===== config.mk =====
export PLATFORM = sky130hd
export DESIGN_NAME = logic_slice_sequencer
export DESIGN_NICKNAME = d
export VERILOG_FILES = /design/src/rtl/logic_slice_sequencer.sv
export SDC_FILE = /design/constraint.sdc
export NUM_CORES = 1
export LEC_CHECK = 0
export BUFFER_PORTS_ARGS = -buffer_cell sky130_fd_sc_hd__buf_2
export CAP_MARGIN = 25
export CORE_MARGIN = 5
export CORE_UTILIZATION = 60
export DETAILED_ROUTE_END_ITERATION = 10
export PLACE_DENSITY = 0.9
export SLEW_MARGIN = 20
export SYNTH_ARGS = -nofsm -noshare
export SYNTH_HDL_FRONTEND = slang
export SYNTH_SLANG_ARGS = --single-unit

===== constraint.sdc =====
create_clock -name clk -period 3.25 [get_ports clk]
set_input_delay 0.8125 -clock clk [delete_from_list [all_inputs] [get_ports clk]]
set_output_delay 0.8125 -clock clk [all_outputs]
set_load 0.01 [all_outputs]

===== src/rtl/logic_slice_sequencer.sv =====
// logic_slice_sequencer: evaluates one WIDTH-bit bitwise logic operation
// (AND/OR/XOR/NAND) by stepping a shared SLICE-bit gate slice across the
// operands, least-significant slice first, under a start/busy/done handshake.
// Optional feature macro: LOGIC_SEQ_ZERO_FLAG_EN adds a registered zero flag
// built from a per-slice sticky accumulator.
module logic_slice_sequencer #(
  parameter int unsigned WIDTH = 32,
  parameter int unsigned SLICE = 8
) (
  input  logic             clk,
  input  logic             rst_n,
  input  logic             start,
  input  logic [1:0]       op,
  input  logic [WIDTH-1:0] a,
  input  logic [WIDTH-1:0] b,
  output logic             busy,
  output logic             done,
  output logic [WIDTH-1:0] result
`ifdef LOGIC_SEQ_ZERO_FLAG_EN
  ,
  output logic             zero
`endif
);

  localparam int unsigned NUM_SLICES = WIDTH / SLICE;
  localparam int unsigned CNT_W      = (NUM_SLICES > 1) ? $clog2(NUM_SLICES) : 1;
  localparam logic [CNT_W-1:0] LAST_CNT = CNT_W'(NUM_SLICES - 1);

  localparam logic [1:0] OP_AND  = 2'b00;
  localparam logic [1:0] OP_OR   = 2'b01;
  localparam logic [1:0] OP_XOR  = 2'b10;

  // Reject illegal slicing at elaboration time
  generate
    if ((SLICE == 0) || (WIDTH % SLICE != 0)) begin : g_bad_slice
      $error("logic_slice_sequencer: WIDTH must be a non-zero multiple of SLICE");
    end
  endgenerate

  typedef enum logic [1:0] {
    ST_IDLE   = 2'b00,
    ST_RUN    = 2'b01,
    ST_FINISH = 2'b10
  } state_t;

  state_t           r_state;
  state_t           w_state_nxt;

  logic [WIDTH-1:0] r_a;
  logic [WIDTH-1:0] r_b;
  logic [1:0]       r_op;
  logic [CNT_W-1:0] r_cnt;
  logic [WIDTH-1:0] r_shadow;

  logic [WIDTH-1:0] w_a_nxt;
  logic [WIDTH-1:0] w_b_nxt;
  logic [1:0]       w_op_nxt;
  logic [CNT_W-1:0] w_cnt_nxt;
  logic [WIDTH-1:0] w_shadow_nxt;
  logic             w_busy_nxt;
  logic             w_done_nxt;
  logic [WIDTH-1:0] w_result_nxt;

  logic [31:0]      w_shift;
  logic [SLICE-1:0] w_a_sl;
  logic [SLICE-1:0] w_b_sl;
  logic [SLICE-1:0] w_res_sl;
  logic [WIDTH-1:0] w_mask;
  logic [WIDTH-1:0] w_shadow_upd;

`ifdef LOGIC_SEQ_ZERO_FLAG_EN
  logic             r_any;
  logic             w_any_nxt;
  logic             w_any_upd;
  logic             w_zero_nxt;
`endif

  // Bit offset of the slice currently being processed
  assign w_shift = 32'(r_cnt) * 32'(SLICE);

  // Select the active operand slices by shifting them down to bit 0
  assign w_a_sl = SLICE'(r_a >> w_shift);
  assign w_b_sl = SLICE'(r_b >> w_shift);

  // The shared SLICE-bit logic slice; NAND is the inverse of the slice AND
  always_comb begin
    w_res_sl = '0;
    case (r_op)
      OP_AND:  w_res_sl = w_a_sl & w_b_sl;
      OP_OR:   w_res_sl = w_a_sl | w_b_sl;
      OP_XOR:  w_res_sl = w_a_sl ^ w_b_sl;
      default: w_res_sl = ~(w_a_sl & w_b_sl);
    endcase
  end

  // Merge the freshly computed slice into the shadow result
  assign w_mask       = WIDTH'({SLICE{1'b1}}) << w_shift;
  assign w_shadow_upd = (r_shadow & ~w_mask) | (WIDTH'(w_res_sl) << w_shift);

`ifdef LOGIC_SEQ_ZERO_FLAG_EN
  // Sticky "some result bit is set" accumulator, one slice at a time
  assign w_any_upd = r_any | (|w_res_sl);
`endif

  // State register
  always_ff @(posedge clk or negedge rst_n) begin
    if (!rst_n) begin
      r_state <= ST_IDLE;
    end else begin
      r_state <= w_state_nxt;
    end
  end

  // Next-state and next-register-value logic
  always_comb begin
    w_state_nxt  = r_state;
    w_a_nxt      = r_a;
    w_b_nxt      = r_b;
    w_op_nxt     = r_op;
    w_cnt_nxt    = r_cnt;
    w_shadow_nxt = r_shadow;
    w_busy_nxt   = busy;
    w_done_nxt   = 1'b0;
    w_result_nxt = result;
`ifdef LOGIC_SEQ_ZERO_FLAG_EN
    w_any_nxt    = r_any;
    w_zero_nxt   = zero;
`endif
    case (r_state)
      ST_IDLE: begin
        if (start) begin
          w_state_nxt  = ST_RUN;
          w_a_nxt      = a;
          w_b_nxt      = b;
          w_op_nxt     = op;
          w_cnt_nxt    = '0;
          w_shadow_nxt = '0;
          w_busy_nxt   = 1'b1;
`ifdef LOGIC_SEQ_ZERO_FLAG_EN
          w_any_nxt    = 1'b0;
`endif
        end
      end
      ST_RUN: begin
        w_shadow_nxt = w_shadow_upd;
`ifdef LOGIC_SEQ_ZERO_FLAG_EN
        w_any_nxt    = w_any_upd;
`endif
        if (r_cnt == LAST_CNT) begin
          // Last slice: publish the full result as FINISH begins
          w_state_nxt  = ST_FINISH;
          w_busy_nxt   = 1'b0;
          w_done_nxt   = 1'b1;
          w_result_nxt = w_shadow_upd;
`ifdef LOGIC_SEQ_ZERO_FLAG_EN
          w_zero_nxt   = ~w_any_upd;
`endif
        end else begin
          w_cnt_nxt = r_cnt + CNT_W'(1);
        end
      end
      ST_FINISH: begin
        // start is deliberately ignored here
        w_state_nxt = ST_IDLE;
      end
      default: begin
        w_state_nxt = ST_IDLE;
        w_busy_nxt  = 1'b0;
      end
    endcase
  end

  // Datapath and output registers
  always_ff @(posedge clk or negedge rst_n) begin
    if (!rst_n) begin
      r_a      <= '0;
      r_b      <= '0;
      r_op     <= '0;
      r_cnt    <= '0;
      r_shadow <= '0;
      busy     <= 1'b0;
      done     <= 1'b0;
      result   <= '0;
`ifdef LOGIC_SEQ_ZERO_FLAG_EN
      r_any    <= 1'b0;
      zero     <= 1'b0;
`endif
    end else begin
      r_a      <= w_a_nxt;
      r_b      <= w_b_nxt;
      r_op     <= w_op_nxt;
      r_cnt    <= w_cnt_nxt;
      r_shadow <= w_shadow_nxt;
      busy     <= w_busy_nxt;
      done     <= w_done_nxt;
      result   <= w_result_nxt;
`ifdef LOGIC_SEQ_ZERO_FLAG_EN
      r_any    <= w_any_nxt;
      zero     <= w_zero_nxt;
`endif
    end
  end

endmodule


==> summary.txt, run 1 <==
Clocking
  – Root Buffer: clkbuf_8
  – Clock-pin slew on the worst setup and hold paths: 0.06 ns
  – Clock tree from TritonCTS: yes
  – CTS sink cnt: 128
  – Post-CTS Repair Setup Buffers: 0
  – Clock Path Buffers: 2
  – Total CTS buffers: 17
  – Hold buffer count at cts: 0
  – Clk_lat worst skew: 0.52 ns
  – CTS resizes: 0
  – Htree depth: 4

Flow run
  – Max Cap Viol: 0

STA
  – Worst relative slew slack: 0.363
  – Max Freq: 362 MHz
  – Fin. max-slew vios: 0
  – Worst-Margin Slew: 0.956 ns
  – Fraction of the cycle the final worst path needs: 0.850
  – Setup violations, final: 0
  – Worst hold margin: 0.393 ns
  – RSZ-0062 raised after global routing: false
  – Hold Fails Final Rpt: 0
  – Setup TNS Final: 0 ns
  – Period minus WS final: 2.76 ns
  – Setup Skew: 0.00752 ns

Power and ir drop
  – P_leak: 0.00341 uW
  – Cell Pwr Density: 1220 mW/mm^2
  – Psw: 3480 uW
  – Clk network pwr share: 0.218
  – VDD IR-drop max: 0.628 mV
  – Net Sw Frac: 0.394
  – Combinational power share: 0.442
  – Internal: 5360 uW
  – Sequential power share: 0.339
  – Pwr Total: 8840 uW

GRT
  – GR Overflow Total: 0
  – Global-route wire length before repair: 23.6 mm
  – Initial antenna violation count: 0
  – Vias in the first global route: 4428
  – Largest net degree at the start of global routing: 68
  – GRT Total Usage: 0.262

Finish
  – P&R area growth vs syn: 20.2%
  – Layout cell share with drive strength beyond 1: 0.339
  – Fin cells: 720
  – Filler Cells Inserted: 626
  – ANT cells: 0
  – Multi-input gate area: 0.00257 sq mm
  – Register area: 0.00320 sq mm
  – Nets@finish: 663
  – Final core occ: 0.739

Detailed routing
  – Via-per-instance ratio: 5.93
  – Detailed Route WL: 14.6 mm
  – Remaining DRCs: 0
  – Total number of vias: 4272
  – Routed len/inst: 20.3 microns
  – Initial detailed-routing violation count: 357
  – Post-DRT Antenna Nets: 0
  – Pre-antenna DRT Iters: 5

Hold path
  – Worst min-delay path class: input port to asynchronous set/reset pin

Place
  – DP Cell Count: 688
  – Post-DP HPWL: 9.60 mm
  – Final Wtd Congestion: 0.908
  – Buffers added on ports: 102

Logic synthesis
  – Post-Syn Instances: 471
  – Register area share after synthesis: 0.533
  – Syn Nets: 560
  – Unique masters post-synth: 28
  – Synth warnings: 0
  – Top post-synthesis cells by area: dfrtp_1 (53%), mux2_1 (7.5%), mux4_2 (6.0%)
  – Post-synth top cells: dfrtp_1 (128), mux2_1 (40), a21oi_1 (34), a22o_1 (34), mux2_2 (27)
  – FFs w/ async S/R, synth: 1.00
  – Synth top area share: 0.533
  – Post-synth EDFFs: 0
  – Top FF cell, synth: dfrtp_1
  – Flops & latches, synth: 128
  – Synth Cell Area: 0.00601 sq mm
  – Synth area leader: dfrtp_1
  – Mapped Avg Cell Area: 12.8 sq um
  – Top-count cell post-synth: dfrtp_1

Worst setup path
  – CP required: 3.70 ns
  – Setup crit start: r_cnt[1]
  – Crit path max fanout: 20
  – Critical Path Source Type: register
  – R2r startpoint: r_cnt[1]
  – Setup CP Type: register to register
  – CP endpoint kind: register
  – Worst path arrival time: 3.22 ns

Die
  – Die W: 110 microns
  – Starting Density: 0.615
  – Core area: 0.00977 sq mm
  – Die Y: 110 microns
  – # IOs: 103
  – Die area: 0.0121 sq mm
  – Num rows: 36

Status
  – Outcome: finished clean
-- cell type report --
type                    instances  share of cell area
well taps                     133              0.0230
multi-input cells             296               0.356
inverters                      24              0.0128
clock buffers                  21              0.0622
flip-flops and latches        128               0.443
repair buffers                107              0.0814
clock inverters                11              0.0213
-- placed cells by master, fill, tap and decap left out, drive strengths merged, types with 3 or more instances in the layout --
cell type,synthesis,final
a21oi,34,34
a21o,8,8
inv,24,26
nor2b,10,10
and2b,7,7
nand2b,3,3
o22ai,24,24
clkinv,0,4
dfrtp,128,128
nor2,25,25
nand2,21,21
bufinv,0,3
clkbuf,2,21
nor3,12,12
o21ai,11,11
ha,20,20
mux4,16,16
buf,21,107
a22o,34,34
nand3,3,3
mux2,67,67
-- kinds of logic after synthesis --
group | after synthesis | synth area share
flip-flops | 128 | 0.533
AO/OA/AOI/OAI | 111 | 0.122
multiplexers | 83 | 0.185
AND/OR/NAND/NOR | 82 | 0.0780
buffers and inverters | 47 | 0.0404
adder cells (fa/ha/maj) | 20 | 0.0416
-- power groups by stage --
stage,clock (uW),sequential (uW),combinational (uW)
2_1_floorplan,0,2800,2760
3_3_place_gp,0,2930,3610
5_1_grt,2030,3080,4260
3_5_place_dp,0,2990,3780
4_1_cts,1950,2980,3880
6_report,1930,3000,3910
-- worst paths after layout --
kind / end / slack (ns) / cells past startpoint
worst max-delay path: r_shadow[19] / 0.49 / 6
worst min-delay path: r_a[2] / 0.39 / 1
worst max register to register: r_shadow[19] / 0.49 / 6
worst min register to register: r_a[4] / 0.49 / 1
max in group asynchronous: result[28] / 2.02 / 2
min in group clk: r_a[4] / 0.49 / 1
-- metrics by stage --
| step | cell area, sq um | setup WS, ns |
|---|---|---|
| floorplan | 6010 | 1.12 |
| global placement | 6620 | 0.612 |
| detailed placement | 6620 | 0.546 |
| CTS | 7230 | 0.508 |
| global route | 7230 | 0.314 |
| finish | 7230 | 0.488 |
-- routing by layer --
layer / GRT usage / share of wire
met5: 0 / 0
met4: 0.0941 / 0.027
met3: 0.0844 / 0.087
met2: 0.413 / 0.49
met1: 0.344 / 0.40
-- flip-flops by register name, summed over array words and instances (netlist names), 2 cells and up --
signal and flops:
r_cnt 2, r_shadow 24, r_a 32, r_b 32
r_op 2, result 32, r_state 2
-- critical path: stages, from the launching register on --
cell and delay (ns):
dfrtp_1 0.97, mux4_2 0.45, ha_1 0.23, nand2_1 0.06, o21ai_0 0.17, a21oi_1 0.55
a22o_1 0.24
Note: power is estimated with default switching activity, not from simulation.
==> run 2, diff against run 1 <==
--- a/config.mk
+++ b/config.mk
@@ -8,9 +8,9 @@
 export BUFFER_PORTS_ARGS = -buffer_cell sky130_fd_sc_hd__buf_2
 export CAP_MARGIN = 25
 export CORE_MARGIN = 5
-export CORE_UTILIZATION = 60
+export CORE_UTILIZATION = 51
 export DETAILED_ROUTE_END_ITERATION = 10
-export PLACE_DENSITY = 0.9
+export PLACE_DENSITY = 0.82
 export SLEW_MARGIN = 20
 export SYNTH_ARGS = -nofsm -noshare
 export SYNTH_HDL_FRONTEND = slang
==> constraint.sdc (replaced) <==
create_clock -name clk -period 2.2 [get_ports clk]
set_input_delay 0.55 -clock clk [delete_from_list [all_inputs] [get_ports clk]]
set_output_delay 0.55 -clock clk [all_outputs]
set_load 0.01 [all_outputs]
==> run 2 against run 1 <==
The flow now finishes with violations (setup timing). Sequential cell count did not move. Combinational power is 86% higher. Clock skew rose by 0.00079 ns. Global-route usage down 3.2 points. Sequential share of layout area decreased by 2.5 points. Final area up 6.1%. Worst setup slack worse by 0.68 ns. Fmax grew 15%. Sequential power up 44%. Non-clock buffer count up 12.
==> summary.txt, run 2 (same netlist as run 1, synthesis figures left out) <==
Die
  – Core area: 0.0115 sq mm (+17%)
  – # IOs: 103 (unchanged)
  – Die W: 119 microns (+7.7%)
  – Die Y: 119 microns (+7.7%)
  – Starting Density: 0.524 (-0.0908)
  – Num rows: 39 (+8.3%)
  – Die area: 0.0141 sq mm (+16%)

STA
  – Fraction of the cycle the final worst path needs: 1.09 (+0.238)
  – Worst hold margin: 0.0988 ns (-0.294 ns)
  – Hold Fails Final Rpt: 0 (unchanged)
  – RSZ-0062 raised after global routing: true
  – Period minus WS final: 2.39 ns (-0.368 ns)
  – Final WS setup: -0.194 ns (-0.682 ns)
  – Fin. max-slew vios: 0 (unchanged)
  – Setup TNS Final: -4.02 ns (-4.02 ns)
  – Setup Skew: 0.00832 ns (+0.000794 ns)
  – Worst relative slew slack: 0.442 (+0.0794)
  – Setup violations, final: 54 (+54)
  – Worst-Margin Slew: 0.837 ns (-0.119 ns)
  – Max Freq: 418 MHz (+15%)

Detailed routing
  – Uppermost layer routed: met4
  – Initial detailed-routing violation count: 355 (-0.56%)
  – Post-DRT Antenna Nets: 0 (unchanged)
  – Routed len/inst: 21.7 microns (+6.6%)
  – Detailed Route WL: 16.0 mm (+9.6%)
  – Pre-antenna DRT Iters: 5 (unchanged)
  – Met1 wire length: 6.24 mm (+6.3%)
  – WL met2: 8.40 mm (+18%)
  – Via-per-instance ratio: 6.06 (+2.2%)
  – DR WL met3: 1.05 mm (-17%)
  – Remaining DRCs: 0 (unchanged)
  – Total number of vias: 4487 (+5.0%)

Power and ir drop
  – P_leak: 0.00352 uW (+3.3%)
  – Pwr Total: 14500 uW (+64%)
  – VDD IR-drop max: 1.16 mV (+85%)
  – Cell Pwr Density: 1890 mW/mm^2 (+55%)

GRT
  – GR Overflow Total: 0 (unchanged)
  – Vias in the first global route: 4884 (+10%)
  – Global-route wire length before repair: 25.6 mm (+8.7%)
  – Initial antenna violation count: 0 (unchanged)
  – GRT Total Usage: 0.230 (-0.0323)
  – Largest net degree at the start of global routing: 67 (-1.5%)

Clocking
  – Clk_lat worst skew: 0.43 ns (-0.09 ns)
  – CTS sink cnt: 128 (unchanged)
  – Hold buffer count at cts: 0 (unchanged)
  – Clock-pin slew on the worst setup and hold paths: 0.05 ns (about the same)
  – Total CTS buffers: 17 (unchanged)
  – Clock tree from TritonCTS: yes
  – Htree depth: 4 (unchanged)
  – Clock Path Buffers: 2 (unchanged)
  – Root Buffer: clkbuf_16

Finish
  – P&R area growth vs syn: 27.5%
  – Top flop regs: r_a: 32 flops, r_b: 32 flops, result: 32 flops
  – Filler Cells Inserted: 788 (+26%)
  – Nets@finish: 675 (+1.8%)
  – Register area: 0.00320 sq mm (about the same)
  – Multi-input gate area: 0.00282 sq mm (+9.6%)
  – Layout cell share with drive strength beyond 1: 0.424 (+0.0848)
  – Most common cell after layout, fill and taps aside: dfrtp_1
  – ANT cells: 0 (unchanged)
  – Most frequent cells in the layout: dfrtp_1 (127), buf_2 (101), mux2_1 (40)

Worst setup path
  – Flop-to-flop setup slack: -0.19 ns (-0.68 ns)
  – Crit path max fanout: 7 (-65%)
  – CP required: 2.50 ns (-1.20 ns)
  – R2r startpoint: r_cnt[0]
  – Worst R2R Path Depth: 9 (+3)
  – Worst path arrival time: 2.69 ns (-0.53 ns)
  – Critical Path Source Type: register
  – Worst r2r dst: result[5]
  – Setup CP Type: register to register
  – CP endpoint kind: register

Place
  – Post-DP HPWL: 10.4 mm (+7.8%)
  – Final Wtd Congestion: 0.890 (-1.9%)
  – Buffers added on ports: 102 (unchanged)

Status
  – Failing checks: setup timing
  – Outcome: finished, violations left

Flow run
  – Max Cap Viol: 0 (unchanged)

Hold path
  – Worst min-delay path class: input port to asynchronous set/reset pin
[run 2: cell types whose count changed in the layout (fill, tap and decap cells not counted), moves of 8 or more]
cell / delta
ha_1: -12
inv_1: -11
inv_2: +11
ha_4: +9
a21oi_1: -8
o21ai_0: -8
[run 2: layer usage]
layer	GRT usage	vias up
met5	0	-
met4	0.0907	0
met3	0.0659	32
met2	0.374	200
met1	0.292	2313
li1	-	1942
[run 2: worst max-delay path by stage]
stage | endpoint | slack [ns] | startpoint
floorplan | r_shadow[14] | 0.07 | r_cnt[0]
detailed placement | r_shadow[22] | -0.21 | r_cnt[0]
CTS | result[7] | -0.08 | r_cnt[0]
global placement | r_shadow[21] | -0.13 | r_cnt[0]
global route | result[5] | -0.25 | r_cnt[0]
finish | result[5] | -0.19 | r_cnt[0]
[run 2: layout make-up]
class	count	share of cell area
Clock buffer	25	0.0673
Inverter	24	0.0121
Sequential cell	128	0.418
Timing Repair Buffer	119	0.0981
Multi-Input combinational cell	296	0.368
Clock inverter	5	0.0131
Tap cell	143	0.0233
[run 2: worst max-delay path, cell delays in order, from the launching register on]
cell and delay, ns:
dfrtp_2 0.41, buf_12 0.12, buf_16 0.13, mux4_2 0.53, inv_2 0.11, ha_4 0.14
and2b_1 0.18, nor3_2 0.24, a21o_1 0.28, o22ai_2 0.12
[run 2: through the flow]
stage / util / setup slack, ns / instances / instance area (sq um)
after global placement: 0.588 / -0.134 / 707 / 6740
after global routing: 0.668 / -0.248 / 740 / 7660
after floorplan: - / 0.0724 / 471 / 6010
final: 0.668 / -0.194 / 740 / 7660
after CTS: 0.652 / -0.0773 / 740 / 7480
after detailed placement: 0.588 / -0.207 / 707 / 6740
[run 2: power by group]
group	internal (uW)	leakage [uW]	switching, uW	total (uW)
sequential	3520	0.00154	805	4320
clock	1940	0.000305	979	2920
combinational	3300	0.00168	3970	7270
[run 2: timing repair]
item                                    4_1_cts  5_1_grt
cloned                                        1        0
endpoints found under the setup margin       43       56
resized for setup                            26       44
buffers inserted                              2        0
pin swaps                                    29       13
